[config.mk]
export PLATFORM = sky130hd
export DESIGN_NAME = pipe_stage_reg_flat
export DESIGN_NICKNAME = d
export VERILOG_FILES = /design/src/rtl/pipe_stage_reg_pkg.sv /design/src/rtl/pipe_stage_reg_if.sv /design/src/rtl/pipe_stage_reg_sat_counter.sv /design/src/rtl/pipe_stage_reg.sv /design/src/flat_wrapper.sv
export SDC_FILE = /design/constraint.sdc
export NUM_CORES = 1
export LEC_CHECK = 0
export BUFFER_PORTS_ARGS = -buffer_cell sky130_fd_sc_hd__buf_2
export CAP_MARGIN = 20
export CORE_MARGIN = 2
export CORE_UTILIZATION = 47
export DETAILED_ROUTE_END_ITERATION = 10
export HOLD_SLACK_MARGIN = 0.12
export PLACE_DENSITY_LB_ADDON = 0.12
export SYNTH_ARGS = -nofsm -noshare
export SYNTH_HDL_FRONTEND = slang
export SYNTH_HIERARCHICAL = 1
export SYNTH_SLANG_ARGS = --single-unit
export TNS_END_PERCENT = 10
[constraint.sdc]
create_clock -name clk -period 2.7 [get_ports clk]
set_input_delay 0.54 -clock clk [delete_from_list [all_inputs] [get_ports clk]]
set_output_delay 0.54 -clock clk [all_outputs]
set_load 0.02 [all_outputs]
[src/rtl/pipe_stage_reg_pkg.sv]
// Shared definitions for the inter-stage pipeline register.
// Provides stall/reset encodings, NOP op/sel codes and the packed ID/EX
// payload layout so the producing and consuming stages agree on field offsets.
package pipe_stage_reg_pkg;

    localparam logic STOP          = 1'b1;
    localparam logic NOSTOP        = 1'b0;
    localparam logic RST_ENABLE    = 1'b1;
    localparam logic WRITE_DISABLE = 1'b0;

    localparam logic [4:0] EXE_NOP_OP  = 5'b00000;
    localparam logic [2:0] EXE_RES_NOP = 3'b000;

    // ID/EX payload, MSB first
    typedef struct packed {
        logic [4:0]  aluop;
        logic [2:0]  alusel;
        logic [31:0] reg1;
        logic [31:0] reg2;
        logic [4:0]  wd;
        logic        wreg;
    } idex_payload_t;

    localparam int unsigned IDEX_W = $bits(idex_payload_t);

    localparam idex_payload_t NOP_IDEX_PAYLOAD = '{
        aluop:  EXE_NOP_OP,
        alusel: EXE_RES_NOP,
        reg1:   32'h0,
        reg2:   32'h0,
        wd:     5'h0,
        wreg:   WRITE_DISABLE
    };

endpackage

[src/rtl/pipe_stage_reg_if.sv]
// Valid/ready/data channel between pipeline stages.
//   valid : producer has a payload
//   ready : consumer can take it
//   data  : opaque payload
// master = producer side, slave = consumer side.
interface pipe_stage_reg_if #(
    parameter int unsigned DATA_W = 78
);
    logic              valid;
    logic              ready;
    logic [DATA_W-1:0] data;

    modport master (output valid, output data, input ready);
    modport slave  (input valid, input data, output ready);
endinterface

[src/rtl/pipe_stage_reg_sat_counter.sv]
// Saturating up-counter; holds at all-ones instead of wrapping.
//   clk, rst : clock, synchronous active-high reset
//   i_clr    : synchronous clear
//   i_inc    : increment request
//   o_cnt    : current count
module pipe_stage_reg_sat_counter
    import pipe_stage_reg_pkg::*;
#(
    parameter int unsigned CNT_W = 16
) (
    input  logic             clk,
    input  logic             rst,
    input  logic             i_clr,
    input  logic             i_inc,
    output logic [CNT_W-1:0] o_cnt
);

    logic [CNT_W-1:0] r_cnt;

    always_ff @(posedge clk) begin
        if (rst == RST_ENABLE || i_clr) begin
            r_cnt <= '0;
        end else if (i_inc && (r_cnt != {CNT_W{1'b1}})) begin
            r_cnt <= r_cnt + CNT_W'(1);
        end
    end

    assign o_cnt = r_cnt;

endmodule

[src/rtl/pipe_stage_reg.sv]
// Parametrised inter-stage pipeline register.
// MODE 0: global stall-vector control with bubble insertion and flush.
// MODE 1: elastic valid/ready with a 2-entry (main + skid) buffer.
//   clk, rst     : clock, synchronous active-high reset
//   i_stall      : global stall vector (MODE 0 only), 1 = STOP
//   i_flush      : squash all held contents
//   i_up         : upstream channel (valid/data in, ready out)
//   o_dn         : downstream channel (valid/data out, ready in; ready MODE 1 only)
//   o_bubble_cnt : saturating count of bubble cycles
module pipe_stage_reg
    import pipe_stage_reg_pkg::*;
#(
    parameter int unsigned       DATA_W      = IDEX_W,
    parameter int unsigned       STALL_W     = 6,
    parameter int unsigned       STAGE       = 2,
    parameter logic [DATA_W-1:0] NOP_PAYLOAD = DATA_W'(NOP_IDEX_PAYLOAD),
    parameter int unsigned       MODE        = 0,
    parameter int unsigned       CNT_W       = 16
) (
    input  logic               clk,
    input  logic               rst,
    input  logic [STALL_W-1:0] i_stall,
    input  logic               i_flush,
    pipe_stage_reg_if.slave    i_up,
    pipe_stage_reg_if.master   o_dn,
    output logic [CNT_W-1:0]   o_bubble_cnt
);

    logic [DATA_W-1:0] r_data;
    logic              r_valid;
    logic              w_inc;
    logic [CNT_W-1:0]  w_bubble_cnt;
    logic              w_unused;

    // Stall bits outside this stage's pair and the mode-specific unused inputs
    assign w_unused = ^{i_stall, o_dn.ready};

    generate
        if (MODE == 0) begin : g_stall
            // Stage stalled but next stage moving: emit a bubble downstream
            always_ff @(posedge clk) begin
                if (rst == RST_ENABLE) begin
                    r_data  <= NOP_PAYLOAD;
                    r_valid <= 1'b0;
                end else if (i_flush) begin
                    r_data  <= NOP_PAYLOAD;
                    r_valid <= 1'b0;
                end else if (i_stall[STAGE] == NOSTOP) begin
                    r_data  <= i_up.data;
                    r_valid <= i_up.valid;
                end else if (i_stall[STAGE+1] == NOSTOP) begin
                    r_data  <= NOP_PAYLOAD;
                    r_valid <= 1'b0;
                end
            end

            assign i_up.ready = (i_stall[STAGE] == NOSTOP);
            assign w_inc      = i_flush |
                                ((i_stall[STAGE] == STOP) && (i_stall[STAGE+1] == NOSTOP));
        end else begin : g_elastic
            localparam logic [1:0] ST_EMPTY = 2'd0;
            localparam logic [1:0] ST_ONE   = 2'd1;
            localparam logic [1:0] ST_FULL  = 2'd2;

            logic [1:0]        r_state;
            logic [1:0]        w_state_nxt;
            logic [DATA_W-1:0] r_skid;
            logic [DATA_W-1:0] w_skid_nxt;
            logic [DATA_W-1:0] w_main_nxt;
            logic              r_in_ready;

            // State and buffer registers; valid/ready decoded from next state
            always_ff @(posedge clk) begin
                if (rst == RST_ENABLE) begin
                    r_state    <= ST_EMPTY;
                    r_data     <= NOP_PAYLOAD;
                    r_skid     <= NOP_PAYLOAD;
                    r_valid    <= 1'b0;
                    r_in_ready <= 1'b1;
                end else begin
                    r_state    <= w_state_nxt;
                    r_data     <= w_main_nxt;
                    r_skid     <= w_skid_nxt;
                    r_valid    <= (w_state_nxt != ST_EMPTY);
                    r_in_ready <= (w_state_nxt != ST_FULL);
                end
            end

            // Next-state and buffer steering
            always_comb begin
                w_state_nxt = r_state;
                w_main_nxt  = r_data;
                w_skid_nxt  = r_skid;
                if (i_flush) begin
                    w_state_nxt = ST_EMPTY;
                    w_main_nxt  = NOP_PAYLOAD;
                    w_skid_nxt  = NOP_PAYLOAD;
                end else begin
                    case (r_state)
                        ST_EMPTY: begin
                            if (i_up.valid) begin
                                w_main_nxt  = i_up.data;
                                w_state_nxt = ST_ONE;
                            end
                        end
                        ST_ONE: begin
                            if (o_dn.ready && i_up.valid) begin
                                w_main_nxt = i_up.data;
                            end else if (o_dn.ready) begin
                                w_state_nxt = ST_EMPTY;
                            end else if (i_up.valid) begin
                                w_skid_nxt  = i_up.data;
                                w_state_nxt = ST_FULL;
                            end
                        end
                        ST_FULL: begin
                            if (o_dn.ready) begin
                                w_main_nxt  = r_skid;
                                w_state_nxt = ST_ONE;
                            end
                        end
                        default: begin
                            w_state_nxt = ST_EMPTY;
                        end
                    endcase
                end
            end

            assign i_up.ready = r_in_ready;
            assign w_inc      = i_flush | (o_dn.ready & ~r_valid);
        end
    endgenerate

    pipe_stage_reg_sat_counter #(
        .CNT_W (CNT_W)
    ) u_bubble_cnt (
        .clk   (clk),
        .rst   (rst),
        .i_clr (1'b0),
        .i_inc (w_inc),
        .o_cnt (w_bubble_cnt)
    );

    assign o_dn.data    = r_data;
    assign o_dn.valid   = r_valid;
    assign o_bubble_cnt = w_bubble_cnt;

endmodule

[src/flat_wrapper.sv]
// flat-port wrapper written by rule: the top's interface ports become plain ports
module pipe_stage_reg_flat import pipe_stage_reg_pkg::*;
#(
    parameter int unsigned       DATA_W      = IDEX_W,
    parameter int unsigned       STALL_W     = 6,
    parameter int unsigned       STAGE       = 2,
    parameter logic [DATA_W-1:0] NOP_PAYLOAD = DATA_W'(NOP_IDEX_PAYLOAD),
    parameter int unsigned       MODE        = 0,
    parameter int unsigned       CNT_W       = 16
)
  (clk, rst, i_stall, i_flush, o_bubble_cnt, i_up_valid, i_up_data, i_up_ready, o_dn_valid, o_dn_data, o_dn_ready);
  pipe_stage_reg_if #(.DATA_W(DATA_W)) i_up_i ();
  pipe_stage_reg_if #(.DATA_W(DATA_W)) o_dn_i ();
  input  logic clk;
  input  logic rst;
  input  logic [STALL_W-1:0] i_stall;
  input  logic i_flush;
  output logic [CNT_W-1:0] o_bubble_cnt;
  input wire logic [$bits(i_up_i.valid)-1:0] i_up_valid;
  input wire logic [$bits(i_up_i.data)-1:0] i_up_data;
  output wire logic [$bits(i_up_i.ready)-1:0] i_up_ready;
  output wire logic [$bits(o_dn_i.valid)-1:0] o_dn_valid;
  output wire logic [$bits(o_dn_i.data)-1:0] o_dn_data;
  input wire logic [$bits(o_dn_i.ready)-1:0] o_dn_ready;
  assign i_up_i.valid = i_up_valid;
  assign i_up_i.data = i_up_data;
  assign i_up_ready = i_up_i.ready;
  assign o_dn_valid = o_dn_i.valid;
  assign o_dn_data = o_dn_i.data;
  assign o_dn_i.ready = o_dn_ready;
  pipe_stage_reg #(.DATA_W(DATA_W), .STALL_W(STALL_W), .STAGE(STAGE), .NOP_PAYLOAD(NOP_PAYLOAD), .MODE(MODE), .CNT_W(CNT_W)) u_core (.clk(clk), .rst(rst), .i_stall(i_stall), .i_flush(i_flush), .i_up(i_up_i), .o_dn(o_dn_i), .o_bubble_cnt(o_bubble_cnt));
endmodule
==> results of run 1 <==
-- worst max path at each step --
stage	to	slack, ns	cells past startpoint
global placement	u_core/u_bubble_cnt/o_cnt[6]	0.71	7
detailed placement	u_core/u_bubble_cnt/o_cnt[14]	0.67	7
global route	u_core/u_bubble_cnt/o_cnt[9]	0.68	5
floorplan	u_core/u_bubble_cnt/o_cnt[14]	0.40	8
finish	u_core/u_bubble_cnt/o_cnt[9]	0.84	5
CTS	u_core/u_bubble_cnt/o_cnt[9]	0.85	5
-- power breakdown --
part / internal [mW] / switching [mW]
clock network: 0.426 / 0.485
logic: 0.123 / 0.183
registers: 1.44 / 0.0171
total: 1.98 / 0.685
-- cell usage in the layout, fill, tap and decap left out, drive strengths merged, types with 6 or more instances in the layout --
master / netlist / layout
buf: 23 / 183
dfxtp: 95 / 95
nor2: 7 / 7
nand3: 84 / 84
clkbuf: 15 / 10
nand2: 6 / 6
a21oi: 88 / 88
nand2b: 79 / 79
nand4: 7 / 7
-- routing by layer --
layer | GRT usage, % | vias to the layer above | share of wire [%]
li1 | - | 1889 | -
met1 | 25.9 | 1682 | 43
met2 | 32.5 | 139 | 46
met3 | 6.81 | 23 | 8.9
met4 | 9.05 | 2 | 2.4
met5 | 0 | - | 0.080
-- registers in the layout, indices dropped and copies added (netlist names) --
| signal | flops |
|---|---|
| u_core/u_bubble_cnt/o_cnt | 16 |
| u_core/o_dn.data | 78 |
| u_core/o_dn.valid | 1 |
-- worst reg2reg max path: stages, from the launching register on --
cell	delay, ns
dfxtp_1	0.42
ha_1	0.22
nand3_1	0.16
nor4_2	0.62
o21ai_0	0.20
a21oi_1	0.16
-- final cells by class --
cell class,instances,area share [%]
Clock inverter,5,1.17
Tap cell,105,2.61
Inverter,2,0.149
Multi-Input combinational cell,316,36.8
Sequential cell,95,37.8
Clock buffer,10,2.53
Timing Repair Buffer,183,18.9
-- kinds of logic after synthesis --
| kind of cell | Yosys count | share of synthesized area [%] |
|---|---|---|
| adder cells (fa/ha/maj) | 1 | 0.315 |
| AND/OR/NAND/NOR | 203 | 29.8 |
| flip-flops | 95 | 47.9 |
| buffers and inverters | 40 | 5.54 |
| AO/OA/AOI/OAI | 107 | 15.7 |
| XOR/XNOR | 3 | 0.662 |
| other | 1 | 0.0944 |
-- metrics by stage --
step	total power, mW	hold slack, ns
6_report	2.67	0.429
2_1_floorplan	1.68	0.545
3_3_place_gp	1.79	0.450
5_1_grt	2.78	0.418
4_1_cts	2.70	0.418
3_5_place_dp	1.79	0.456
==> impl_metrics.env, run 1 <==
export IMPL_timing_final_crit_period_ns=1.86
export IMPL_dr_total_vias=3735
export IMPL_end_kind="register"
export IMPL_p_leak_nw=2.21
export IMPL_die_height_um=95.9
export IMPL_dpl_hpwl_um=6660
export IMPL_ff_latch_area_mm2=0.00190
export IMPL_hp_class="primary input to register"
export IMPL_cts_resized=0
export IMPL_tightest_slew_ns=0.859
export IMPL_clkTransAtPathRegs_ns=0.10
export IMPL_die_area_mm2=0.00920
export IMPL_cts_sinks=95
export IMPL_antenna_found_initial=1
export IMPL_cp_arrival_ns=2.13
export IMPL_max_freq_mhz=539
export IMPL_postLayoutCellArea_mm2=0.00503
export IMPL_fp_coreArea_mm2=0.00822
export IMPL_synth_cell_type_count=39
export IMPL_whs_path_depth=3
export IMPL_yosysMostFrequentCell="dfxtp_1"
export IMPL_worst_r2r_path_depth=5
export IMPL_gp_congestion=0.774
export IMPL_avgSynthCellArea_um2=8.83
export IMPL_fin_crit_sh_pct=68.7
export IMPL_io_pins=185
export IMPL_start_util_pct=48.3
export IMPL_drt_iter0_markers=148
export IMPL_stdcell_count=716
export IMPL_ys_seq_elements=95
export IMPL_reg2reg_slack_ns=0.84
export IMPL_area_growth_pct=26.7
export IMPL_root_buffer="clkbuf_8"
export IMPL_ir_worst_vdd_uv=309
export IMPL_fillCellCount=774
export IMPL_nets=697
export IMPL_slew_viol_final=0
export IMPL_crit_path_max_incr_delay_ns=0.62
export IMPL_pre_cts_slack_ns=0.666
export IMPL_overflow=0
export IMPL_crit_start="u_core/u_bubble_cnt/o_cnt[0]"
export IMPL_n_antenna_cell=0
export IMPL_cts_buffers=9
export IMPL_clk_latency_ns=0.34
export IMPL_r2r_end="u_core/u_bubble_cnt/o_cnt[9]"
export IMPL_hp_start="i_up_data[51]"
export IMPL_maxCapViolations=0
export IMPL_async_reset_ff_share_pct=0
export IMPL_dp_cells=701
export IMPL_wl_per_cell_um=14.0
export IMPL_cp_cell_sequence="ha_1 > nand3_1 > nor4_2 > o21ai_0 > a21oi_1"
export IMPL_placed_area_mm2=0.00485
export IMPL_cts_setup_buffers=0
export IMPL_cp_required_ns=2.97
export IMPL_tns_ns=0
export IMPL_synthTopCellsByCount="dfxtp_1 (95), nand3_1 (84), nand2b_1 (79), a21oi_1 (78), clkbuf_1 (14)"
export IMPL_ys_seq_area_share_pct=47.9
export IMPL_crit_buf_inv=0
export IMPL_multi_input_area_mm2=0.00185
export IMPL_post_route_util_pct=61.3
export IMPL_hold_viol=0
export IMPL_synth_edf_count=0
export IMPL_io_buffer_count=179
export IMPL_setup_viol=0
export IMPL_cp_slowest_cell="nor4_2"
export IMPL_holdBufCountCts=0
export IMPL_syn_area_mm2=0.00397
export IMPL_clock_path_buffers=2
export IMPL_track_usage_pct=20.7
export IMPL_grt_pass1_vias=3152
export IMPL_synthTopCellsByArea="dfxtp_1 (48%), nand2b_1 (12%), nand3_1 (11%), a21oi_1 (9.8%), a21oi_2 (2.2%)"
export IMPL_synth_warnings=6
export IMPL_rsz0062_at_grt="false"
export IMPL_drive_gt1_share_pct=35.2
export IMPL_drt_wl_total_um=10000
export IMPL_worst_setup_path_type="register to register"
export IMPL_grt_pass1_wl_um=15000
export IMPL_cp_start_kind="register"
export IMPL_grt_max_degree=159
export IMPL_dr_pass1_iters=4
export IMPL_cts_tree="built"
export IMPL_placementRows=33
export IMPL_syn_instance_count=450
export IMPL_netlist_area_leader_share_pct=47.9
export IMPL_remaining_drc_errors=0
export IMPL_fin_ws_ns=0.844
export IMPL_cts_max_level=3
export IMPL_powerDensity_mw_per_mm2=530
export IMPL_crit_fanout=8
export IMPL_ys_flop_type="dfxtp_1"
export IMPL_synth_largest_area_cell="dfxtp_1"
export IMPL_ant_nets=0
export IMPL_finClkSkew_ns=0.00631
export IMPL_min_to="u_core/o_dn.data[51]"
export IMPL_crit_family="simple AND/OR/NAND/NOR gates"
export IMPL_viasPerCell=5.22
export IMPL_timing_rr_start="u_core/u_bubble_cnt/o_cnt[0]"
export IMPL_status="completed"
export IMPL_slew_headroom_pct=42.8
export IMPL_die_x_um=95.9
No activity file was read; power rests on OpenSTA's default activity.
==> run 2, diff against run 1 <==
ABC_AREA = 1   (was not set)
CORE_UTILIZATION = 42   (was 47)
clock period = 1.7 ns   (was 2.7 ns; I/O delays follow)
==> run 2 against run 1 <==
Via count increased by 5.2%; maximum frequency increased by 20%; worst setup slack got worse by 0.69 ns; first-iteration DRC count decreased by 26%; global-route usage decreased by 0.23 points; non-clock buffer count increased by 4; wire length increased by 5.1%; synthesized cell count increased by 12%; register-to-register slack got worse by 0.69 ns; critical endpoint is now u_core/u_bubble_cnt/o_cnt[2]; largest cell class unchanged; largest power group unchanged.
==> impl_metrics.env, run 2 <==
export IMPL_status="completed"
export IMPL_cp_required_ns=1.95
export IMPL_stdcell_count=778
export IMPL_final_common_cell="buf_2"
export IMPL_synth_warnings=6
export IMPL_crit_buf_inv=0
export IMPL_placementRows=34
export IMPL_largest_reg_flops=78
export IMPL_fin_crit_sh_pct=90.8
export IMPL_synthTopCellsByArea="dfxtp_1 (49%), nand3_1 (12%), nand2_1 (11%), a21oi_1 (10%), nor2_1 (3.3%)"
export IMPL_wl_per_cell_um=13.5
export IMPL_hold_viol=0
export IMPL_postLayoutCellArea_mm2=0.00498
export IMPL_crit_family="simple AND/OR/NAND/NOR gates"
export IMPL_crit_path_max_incr_delay_ns=0.40
export IMPL_ir_worst_vdd_uv=414
export IMPL_antenna_found_initial=0
export IMPL_remaining_drc_errors=0
export IMPL_cts_sinks=95
export IMPL_hp_class="primary input to register"
export IMPL_setup_viol=0
export IMPL_cp_start_kind="register"
export IMPL_cts_buffers=9
export IMPL_cp_cell_sequence="ha_1 > nand2_1 > nor2_2 > nand2_2 > nor2_4 > nor2_2 > a21oi_1 > nor2_1"
export IMPL_crit_start="u_core/u_bubble_cnt/o_cnt[0]"
export IMPL_die_height_um=99.8
export IMPL_grt_pass1_vias=3565
export IMPL_maxCapViolations=0
export IMPL_start_util_pct=43.8
export IMPL_dpl_hpwl_um=7090
export IMPL_max_freq_mhz=648
export IMPL_drt_iter0_markers=109
export IMPL_die_x_um=99.8
export IMPL_cpMostUsedCell="nor2_2"
export IMPL_die_area_mm2=0.00996
export IMPL_grt_max_degree=80
export IMPL_fin_ws_ns=0.157
export IMPL_synth_largest_area_cell="dfxtp_1"
export IMPL_ys_seq_area_share_pct=49.4
export IMPL_ant_nets=0
export IMPL_timing_final_crit_period_ns=1.54
export IMPL_rsz0062_at_grt="false"
export IMPL_gp_congestion=0.864
export IMPL_io_pins=185
export IMPL_hp_start="i_up_data[11]"
export IMPL_viasPerCell=5.05
export IMPL_placed_area_mm2=0.00479
export IMPL_pre_cts_slack_ns=0.151
export IMPL_crit_fanout=5
export IMPL_drt_wl_total_um=10500
export IMPL_syn_num_nets=594
export IMPL_ys_flop_type="dfxtp_1"
export IMPL_overflow=0
export IMPL_holdBufCountCts=0
export IMPL_dp_cells=762
export IMPL_drive_gt1_share_pct=34.3
export IMPL_clock_path_buffers=2
export IMPL_synthTopCellsByCount="nand2_1 (117), dfxtp_1 (95), nand3_1 (93), a21oi_1 (78), nor2_1 (34)"
export IMPL_finClkSkew_ns=0.0129
export IMPL_cts_tree="built"
export IMPL_clk_latency_ns=0.36
export IMPL_root_buffer="clkbuf_8"
export IMPL_tns_ns=0
export IMPL_slew_viol_final=0
export IMPL_async_reset_ff_share_pct=0
export IMPL_worst_setup_path_type="register to register"
export IMPL_post_route_util_pct=56.6
export IMPL_avgSynthCellArea_um2=7.65
export IMPL_n_antenna_cell=0
export IMPL_p_leak_nw=2.28
export IMPL_netlist_area_leader_share_pct=49.4
export IMPL_nets=755
export IMPL_fp_coreArea_mm2=0.00881
export IMPL_power_mw=4.17
export IMPL_yosysMostFrequentCell="nand2_1"
export IMPL_area_growth_pct=29.3
export IMPL_cts_setup_buffers=0
export IMPL_mostFrequentLayoutCells="buf_2 (179), nand2_1 (117), dfxtp_1 (95)"
export IMPL_cp_arrival_ns=1.79
export IMPL_syn_area_mm2=0.00385
export IMPL_fillCellCount=864
export IMPL_cp_slowest_cell="dfxtp_1"
export IMPL_synth_cell_type_count=27
export IMPL_hold_ws_ns=0.219
export IMPL_dr_pass1_iters=4
export IMPL_end_kind="register"
export IMPL_cts_max_level=3
export IMPL_grt_pass1_wl_um=16700
export IMPL_synth_edf_count=0
export IMPL_ys_seq_elements=95
export IMPL_clkTransAtPathRegs_ns=0.09
export IMPL_powerDensity_mw_per_mm2=836
export IMPL_track_usage_pct=20.4
export IMPL_dr_total_vias=3928
export IMPL_io_buffer_count=179
export IMPL_syn_instance_count=504
export IMPL_timing_rr_start="u_core/u_bubble_cnt/o_cnt[0]"
==> run 2: cell types whose count changed after synthesis, moves of 5 or more <==
cell,delta
nand2_1,+111
nand2b_1,-79
nor2_1,+27
inv_1,+10
nand3_1,+9
buf_4,-6
clkbuf_1,+5
or3_1,-5
==> run 2: tightest hold or removal path, stage by stage <==
cell	delay, ns
buf_2	0.09
nand2_1	0.05
a21oi_1	0.05
==> run 2: routing by layer <==
layer  routed length, um  up-vias  global-route usage [%]
met3                 844       16                    6.06
met4                 178        0                    6.95
met1                4590     1777                    26.1
met5                   0        -                       0
met2                4920      146                    33.2
li1                    -     1989                       -
==> run 2: cell type report <==
| type | count | area (um2) | share of cell area [%] |
|---|---|---|---|
| tap | 108 | 135 | 2.71 |
| timing repair buffer | 187 | 993 | 19.9 |
| clock inverter | 6 | 43.8 | 0.879 |
| sequential | 95 | 1900 | 38.2 |
| multi-input combinational | 357 | 1710 | 34.4 |
| clock buffer | 10 | 138 | 2.76 |
| inverter | 15 | 56.3 | 1.13 |
==> run 2: cell families (layout without fill, tap and decap cells) <==
| logic type | after synthesis | count (layout) | synth area share [%] |
|---|---|---|---|
| AO/OA/AOI/OAI | 94 | 94 | 13.4 |
| adder cells (fa/ha/maj) | 1 | 1 | 0.325 |
| buffers and inverters | 52 | 218 | 6.49 |
| flip-flops | 95 | 95 | 49.4 |
| other | 1 | 1 | 0.0973 |
| AND/OR/NAND/NOR | 261 | 261 | 30.3 |
==> run 2: final timing paths <==
check / slack, ns / depth (start not counted) / endpoint
worst min register to register: 0.47 / 2 / u_core/o_dn.data[21]
worst max-delay path: 0.16 / 8 / u_core/u_bubble_cnt/o_cnt[2]
worst min-delay path: 0.22 / 3 / u_core/o_dn.data[11]
worst max register to register: 0.16 / 8 / u_core/u_bubble_cnt/o_cnt[2]
==> run 2: report_power, final <==
part	internal (mW)	leakage, nW	switching [mW]
clock network	0.577	0.0926	0.790
logic	0.179	1.41	0.312
registers	2.28	0.772	0.0278
==> run 2: timing repair <==
item | CTS | global route
hold endpoints to repair | 0 | 0
gates resized for setup | 0 | 1
endpoints found under the setup margin | 0 | 6
